[src/rtl/sysid_boot_checker_timeout_cnt.sv]
// Saturating per-transaction cycle counter: load clears it, enable counts up,
// hit flags that LIMIT has been reached. Never wraps.
module sysid_timeout_cnt #(
    parameter int unsigned LIMIT = 255,
    localparam int unsigned W    = $clog2(LIMIT + 1)
) (
    input  logic clock,
    input  logic reset_n,
    input  logic load,
    input  logic enable,
    output logic hit
);

    localparam logic [W-1:0] LIMIT_V = W'(LIMIT);

    logic [W-1:0] cnt_q;
    logic [W-1:0] cnt_d;

    always_comb begin
        cnt_d = cnt_q;
        if (load) begin
            cnt_d = '0;
        end else if (enable && (cnt_q != LIMIT_V)) begin
            cnt_d = cnt_q + W'(1);
        end
    end

    always_ff @(posedge clock) begin
        if (!reset_n) begin
            cnt_q <= '0;
        end else begin
            cnt_q <= cnt_d;
        end
    end

    assign hit = (cnt_q == LIMIT_V);

endmodule

[config.mk]
export PLATFORM = sky130hd
export DESIGN_NAME = sysid_timeout_cnt
export DESIGN_NICKNAME = d
export VERILOG_FILES = /design/src/rtl/sysid_boot_checker_timeout_cnt.sv
export SDC_FILE = /design/constraint.sdc
export NUM_CORES = 1
export LEC_CHECK = 0
export BUFFER_PORTS_ARGS = -buffer_cell sky130_fd_sc_hd__buf_4
export CAP_MARGIN = 10
export CORE_AREA = 2 2 39 41
export DETAILED_ROUTE_END_ITERATION = 8
export DIE_AREA = 0 0 41 43
export PLACE_DENSITY_LB_ADDON = 0.25
export SLEW_MARGIN = 20
export SYNTH_ARGS = -nofsm -noshare
export SYNTH_HDL_FRONTEND = slang
export SYNTH_SLANG_ARGS = --single-unit
[constraint.sdc]
create_clock -name clock -period 1.6 [get_ports clock]
set_input_delay 0.24 -clock clock [delete_from_list [all_inputs] [get_ports clock]]
set_output_delay 0.24 -clock clock [all_outputs]
set_load 0.02 [all_outputs]
==> impl_metrics.toml, run 1 <==
[cells_and_area]
largest-register = "cnt_q"
finalNonFillerCells = 72
area_delta_synth_final_pct = 21.6
finish.utilization = 0.372
fin_area_um2 = 514
final_nets = 63
fill_cells = 150
top_regs = "cnt_q (8)"
drive_gt1_frac = 0.250
diodes = 0
largest_register_ffs = 8

[yosys]
avgSynthCellArea_um2 = 8.46
ys_ff_latch = 8
netlist_top_cells_area = "dfxtp_1, a21oi_1, nand2_1, mux2i_1, and4_1"
synth_nets = 55
synth-compound-area-share = 0.213
synth.area.mux_share = 0.0473
synth.distinct_cells = 24
ys_seq_area_frac = 0.379
synth_top_family_by_area = "simple AND/OR/NAND/NOR gates"
synthesis.instances = 50
post-synth-top-area-cell = "dfxtp_1"
yosysWarnings = 0
synthXorXnorAreaFrac = 0
synth_area_um2 = 423
synthSimpleGateAreaFrac = 0.302
post-synth-top-count-cell = "dfxtp_1"
synth_ff_type = "dfxtp_1"
synth_edf_count = 0
synthAdderAreaFrac = 0.0296
synth.top_cell.area_share = 0.379
synth-async-reset-ratio = 0
synth_commonest_cells = "dfxtp_1, a21oi_1, nand2_1, nor3_1"

[power]
power.density_mw_per_mm2 = 748
power.total_mw = 0.385
peakVddDrop_v = 0.000268
p_leak_nw = 0.175

[worst_hold_path]
holdPathStages = 3
min_to = "cnt_q[2]$_SDFFE_PP0P_"
hold_path.class = "in2reg"
hp-start = "enable"

[cts]
ctsLongestPathBuffers = 2
cts_tree = "built"
h-tree-depth = 1
numCtsBuffers = 3
worstSkewPairLatency_ns = 0.26
cts.clk_slew.worst_paths_ns = 0.05
clock-sinks = 8
cts_setup_buffers = 0
cts_root_buffer = "clkbuf_4"

[global_route]
grt_pass1_wl_um = 1480
antenna_found_initial = 0
track_usage = 0.132
overflow = 0
grt_max_degree = 9
first_global_vias = 348

[timing]
rsz0062_at_grt = "false"
finalMaxSlewViolations = 0
fin_skew_ns = 0.00214
max_freq_mhz = 658
layout_min_cycle_time_ns = 1.52
final_hold_viol_count = 0
final-setup-viol-count = 0
finalSetupTns_ns = 0
fin_crit_sh = 0.950
worstMarginPinSlew_ns = 0.473
maxSlewHeadroom = 0.684

[detailed_routing]
drt.antenna.violating_nets = 0
drc_errors = 0
via_count = 404
vias_per_cell = 5.61
drtPass1Iterations = 4
routed_wl_um = 897
drt_iter0_drc = 11
wl_per_cell_um = 12.5

[die]
die-area_mm2 = 0.00176
initial_core_util = 0.306
die_y_um = 43
rows = 14
die_w_um = 41
core_area_mm2 = 0.00138
io-pin-count = 5

[job]
max_cap_violations = 0

[run_status]
status = "finished clean"

[critical_path]
ff2ff_setup_slack_ns = 0.28
r2r-start = "cnt_q[0]$_SDFFE_PP0P_"
critPathLaunchType = "register"
required_ns = 1.36
path_class = "reg2out"
arrival_ns = 1.28
worstRegToRegCells = 4
endpoint_kind = "output port"
crit_fanout = 8
worstReg2RegEnd = "cnt_q[5]$_SDFFE_PP0P_"

[placed_design]
numPortBuffers = 4
finalWeightedCongestion = 0.745
place_hpwl_um = 606
dp_cells = 69
postPlaceCellArea_um2 = 468
## worst max path at each step
stage / start / end / slack [ns] / cells past startpoint
floorplan: cnt_q[0]$_SDFFE_PP0P_ / cnt_q[5]$_SDFFE_PP0P_ / 0.24 / 4
global placement: cnt_q[0]$_SDFFE_PP0P_ / cnt_q[5]$_SDFFE_PP0P_ / 0.17 / 4
detailed placement: cnt_q[0]$_SDFFE_PP0P_ / cnt_q[5]$_SDFFE_PP0P_ / 0.15 / 4
CTS: cnt_q[1]$_SDFFE_PP0P_ / hit / 0.02 / 4
global route: cnt_q[4]$_SDFFE_PP0P_ / hit / 0.006 / 3
finish: cnt_q[4]$_SDFFE_PP0P_ / hit / 0.08 / 3
## cell families (layout without fill, tap and decap cells)
family / after synthesis / in the layout
adders and majority gates: 1 / 1
buffers and inverters: 3 / 9
DFF: 8 / 8
and+or+nand+nor: 22 / 22
muxes: 2 / 2
AOI/OAI and AO/OA: 14 / 14
## what timing repair did
item,CTS,global route
gates cloned,0,0
setup endpoints to repair,1,1
pin swaps,0,0
resized for setup,3,5
hold buffers,0,0
hold endpoints to repair,0,0
## through the flow
| step | worst slack, ns | hold WS [ns] |
|---|---|---|
| finish | 0.0805 | 0.317 |
| global placement | 0.168 | 0.482 |
| floorplan | 0.243 | 0.433 |
| global route | 0.00637 | 0.351 |
| CTS | 0.0154 | 0.315 |
| detailed placement | 0.152 | 0.495 |
## report_power, final
part | switching [mW] | total, mW | internal [mW]
registers | 0.00257 | 0.204 | 0.201
clock network | 0.0741 | 0.160 | 0.0862
logic | 0.0101 | 0.0203 | 0.0102
## layout make-up
type	count	area [um^2]	share of cell area
multi-input cells	39	270	0.526
inverters	2	7.51	0.0146
flip-flops and latches	8	164	0.319
well taps	16	20.0	0.0389
clock buffers	3	22.5	0.0438
repair buffers	4	30.0	0.0584
## metal layers
| metal | vias up | GRT usage | part of all wire | wire length (um) |
|---|---|---|---|---|
| met5 | - | 0 | 0 | 0 |
| met4 | 0 | 0.120 | 0.040 | 36 |
| met3 | 5 | 0.0471 | 0.062 | 56 |
| met2 | 12 | 0.178 | 0.46 | 411 |
| met1 | 182 | 0.153 | 0.44 | 393 |
| li1 | 205 | - | - | - |
## layout by cell type (no fill, tap or decap)
cell / instances
nand2_1: 6
a21oi_1: 6
dfxtp_1: 5
buf_4: 4
nor3_1: 3
clkbuf_4: 3
dfxtp_2: 3
mux2i_1: 2
nand2b_1: 2
inv_1: 2
o21ai_0: 2
nand4_1: 2
and4_4: 1
and3_4: 1
and2_1: 1
nor2b_1: 1
a21boi_1: 1
nand3_2: 1
nand3_1: 1
or4_1: 1
and3_1: 1
a2111oi_0: 1
and4_1: 1
a31oi_1: 1
o21bai_1: 1
a311oi_1: 1
a2111o_1: 1
ha_4: 1
## critical path: stages (launching register included)
cell and delay [ns]:
dfxtp_1 0.43, and4_4 0.32, and2_1 0.13, buf_4 0.13
(Power assumes the default switching activity.)
==> run 2, diff against run 1 <==
==> constraint.sdc (replaced) <==
create_clock -name clock -period 1.35 [get_ports clock]
set_input_delay 0.2025 -clock clock [delete_from_list [all_inputs] [get_ports clock]]
set_output_delay 0.2025 -clock clock [all_outputs]
set_load 0.02 [all_outputs]
==> impl_metrics.toml, run 2 (same netlist as run 1, synthesis figures left out) <==
[run_status]
status = "complete, but fails checks"
violations = "setup timing"

[critical_path]
critPathLaunchType = "register"
path_class = "reg2out"
crit_fanout = 3
required_ns = 1.15
endpoint_kind = "output port"
arrival_ns = 1.18

[die]
initial_core_util = 0.306
rows = 14
die_y_um = 43
die-area_mm2 = 0.00176
io-pin-count = 5
die_w_um = 41
core_area_mm2 = 0.00138

[cells_and_area]
fin_area_um2 = 633
largest_register_ffs = 8
layout_commonest_cell = "buf_4"
largest-register = "cnt_q"
mostFrequentLayoutCells = "buf_4, nand2_1, a21oi_1, dfxtp_1"
drive_gt1_frac = 0.426
finalNonFillerCells = 84
area_delta_synth_final_pct = 49.7
fill_cells = 133
final_nets = 75
diodes = 0
top_regs = "cnt_q (8)"

[power]
p_int_mw = 0.360
power.share.sequential = 0.516
p_clk_frac = 0.411
p_leak_nw = 0.240
switching_share = 0.229
peakVddDrop_v = 0.000330
power.density_mw_per_mm2 = 737
p_sw_mw = 0.107
power_frac_comb = 0.073

[timing]
fin_crit_sh = 1.03
layout_min_cycle_time_ns = 1.39
worstMarginPinSlew_ns = 0.259
fin_skew_ns = 0.00535
final-setup-viol-count = 1
maxSlewHeadroom = 0.827
rsz0062_at_grt = "true"
final_hold_viol_count = 0
max_freq_mhz = 721
hold_slack_ns = 0.293
setup_ws_ns = -0.0360
finalMaxSlewViolations = 0

[detailed_routing]
routedLengthMet1_um = 486
drt_iter0_drc = 5
wl_per_cell_um = 12.6
drt.antenna.violating_nets = 0
via_count = 444
routed.top_layer = "met4"
routed_wl_um = 1060
routed-wl-met3_um = 34
vias_per_cell = 5.29
drc_errors = 0
met2_length_um = 506
drtPass1Iterations = 4

[job]
max_cap_violations = 0

[cts]
cts_root_buffer = "clkbuf_4"
cts.clk_slew.worst_paths_ns = 0.06
numCtsBuffers = 3
ctsLongestPathBuffers = 2
clock-sinks = 8
cts_tree = "built"
h-tree-depth = 1
worstSkewPairLatency_ns = 0.26

[global_route]
first_global_vias = 428
overflow = 0
track_usage = 0.156
antenna_found_initial = 0
grt_max_degree = 8
grt_pass1_wl_um = 1810

[placed_design]
numPortBuffers = 4
dp_slack_ns = 0.0220
postPlaceCellArea_um2 = 549
finalWeightedCongestion = 0.757
place_hpwl_um = 743
dp_cells = 79

[worst_hold_path]
hold_path.class = "in2reg"
run 2: cell types whose count changed in the layout (fill, tap and decap cells not counted):
cell,before,now
a21boi_1,1,0
buf_6,0,1
and2_4,0,1
a2111oi_4,0,1
and2_1,1,0
o21ai_1,0,1
a2111oi_0,1,0
o21ai_0,2,1
buf_4,4,15
a21boi_2,0,1
run 2: cell type report:
cell class | count | area, um^2 | area share
clock buffers | 3 | 22.5 | 0.0356
inverters | 2 | 7.51 | 0.0119
multi-input cells | 39 | 295 | 0.466
flip-flops and latches | 8 | 164 | 0.259
well taps | 16 | 20.0 | 0.0316
repair buffers | 16 | 124 | 0.196
run 2: power groups by stage:
| stage | logic [mW] | registers (mW) | clock network [mW] |
|---|---|---|---|
| after floorplan | 0.0119 | 0.245 | 0 |
| after global placement | 0.0323 | 0.244 | 0 |
| after detailed placement | 0.0329 | 0.245 | 0 |
| after CTS | 0.0337 | 0.241 | 0.193 |
| after global routing | 0.0372 | 0.241 | 0.202 |
| final | 0.0342 | 0.241 | 0.192 |
run 2: per-layer routing:
metal  vias to the layer above  global-route usage
met5                         -                   0
met4                         0               0.100
met3                         5              0.0314
met2                         8               0.231
met1                       205               0.195
li1                        226                   -
run 2: metrics by stage:
step / power [mW] / util / setup TNS (ns)
after floorplan: 0.257 / - / 0
final: 0.467 / 0.458 / -0.0360
after global routing: 0.480 / 0.458 / -0.144
after detailed placement: 0.277 / 0.397 / 0
after global placement: 0.277 / 0.397 / 0
after CTS: 0.468 / 0.448 / -0.0373
run 2: worst paths after layout:
| check | end | slack, ns | from | depth (start not counted) |
|---|---|---|---|---|
| worst min-delay path | cnt_q[2]$_SDFFE_PP0P_ | 0.29 | enable | 3 |
| worst max-delay path | hit | -0.04 | cnt_q[1]$_SDFFE_PP0P_ | 4 |
| worst min register to register | cnt_q[4]$_SDFFE_PP0P_ | 0.49 | cnt_q[4]$_SDFFE_PP0P_ | 2 |
| worst max register to register | cnt_q[3]$_SDFFE_PP0P_ | 0.03 | cnt_q[1]$_SDFFE_PP0P_ | 5 |
run 2: critical path, cell delays in order (launching register included):
cell and delay [ns]:
dfxtp_2 0.34, ha_4 0.16, and3_4 0.17, and2_4 0.13, buf_6 0.12
run 2: repair_timing:
| item | in CTS | in global routing |
|---|---|---|
| gates resized for setup | 11 | 2 |
| buffers inserted | 1 | 1 |
| pin swaps | 3 | 2 |
| hold buffers | 0 | 0 |
| endpoints found under the setup margin | 1 | 6 |
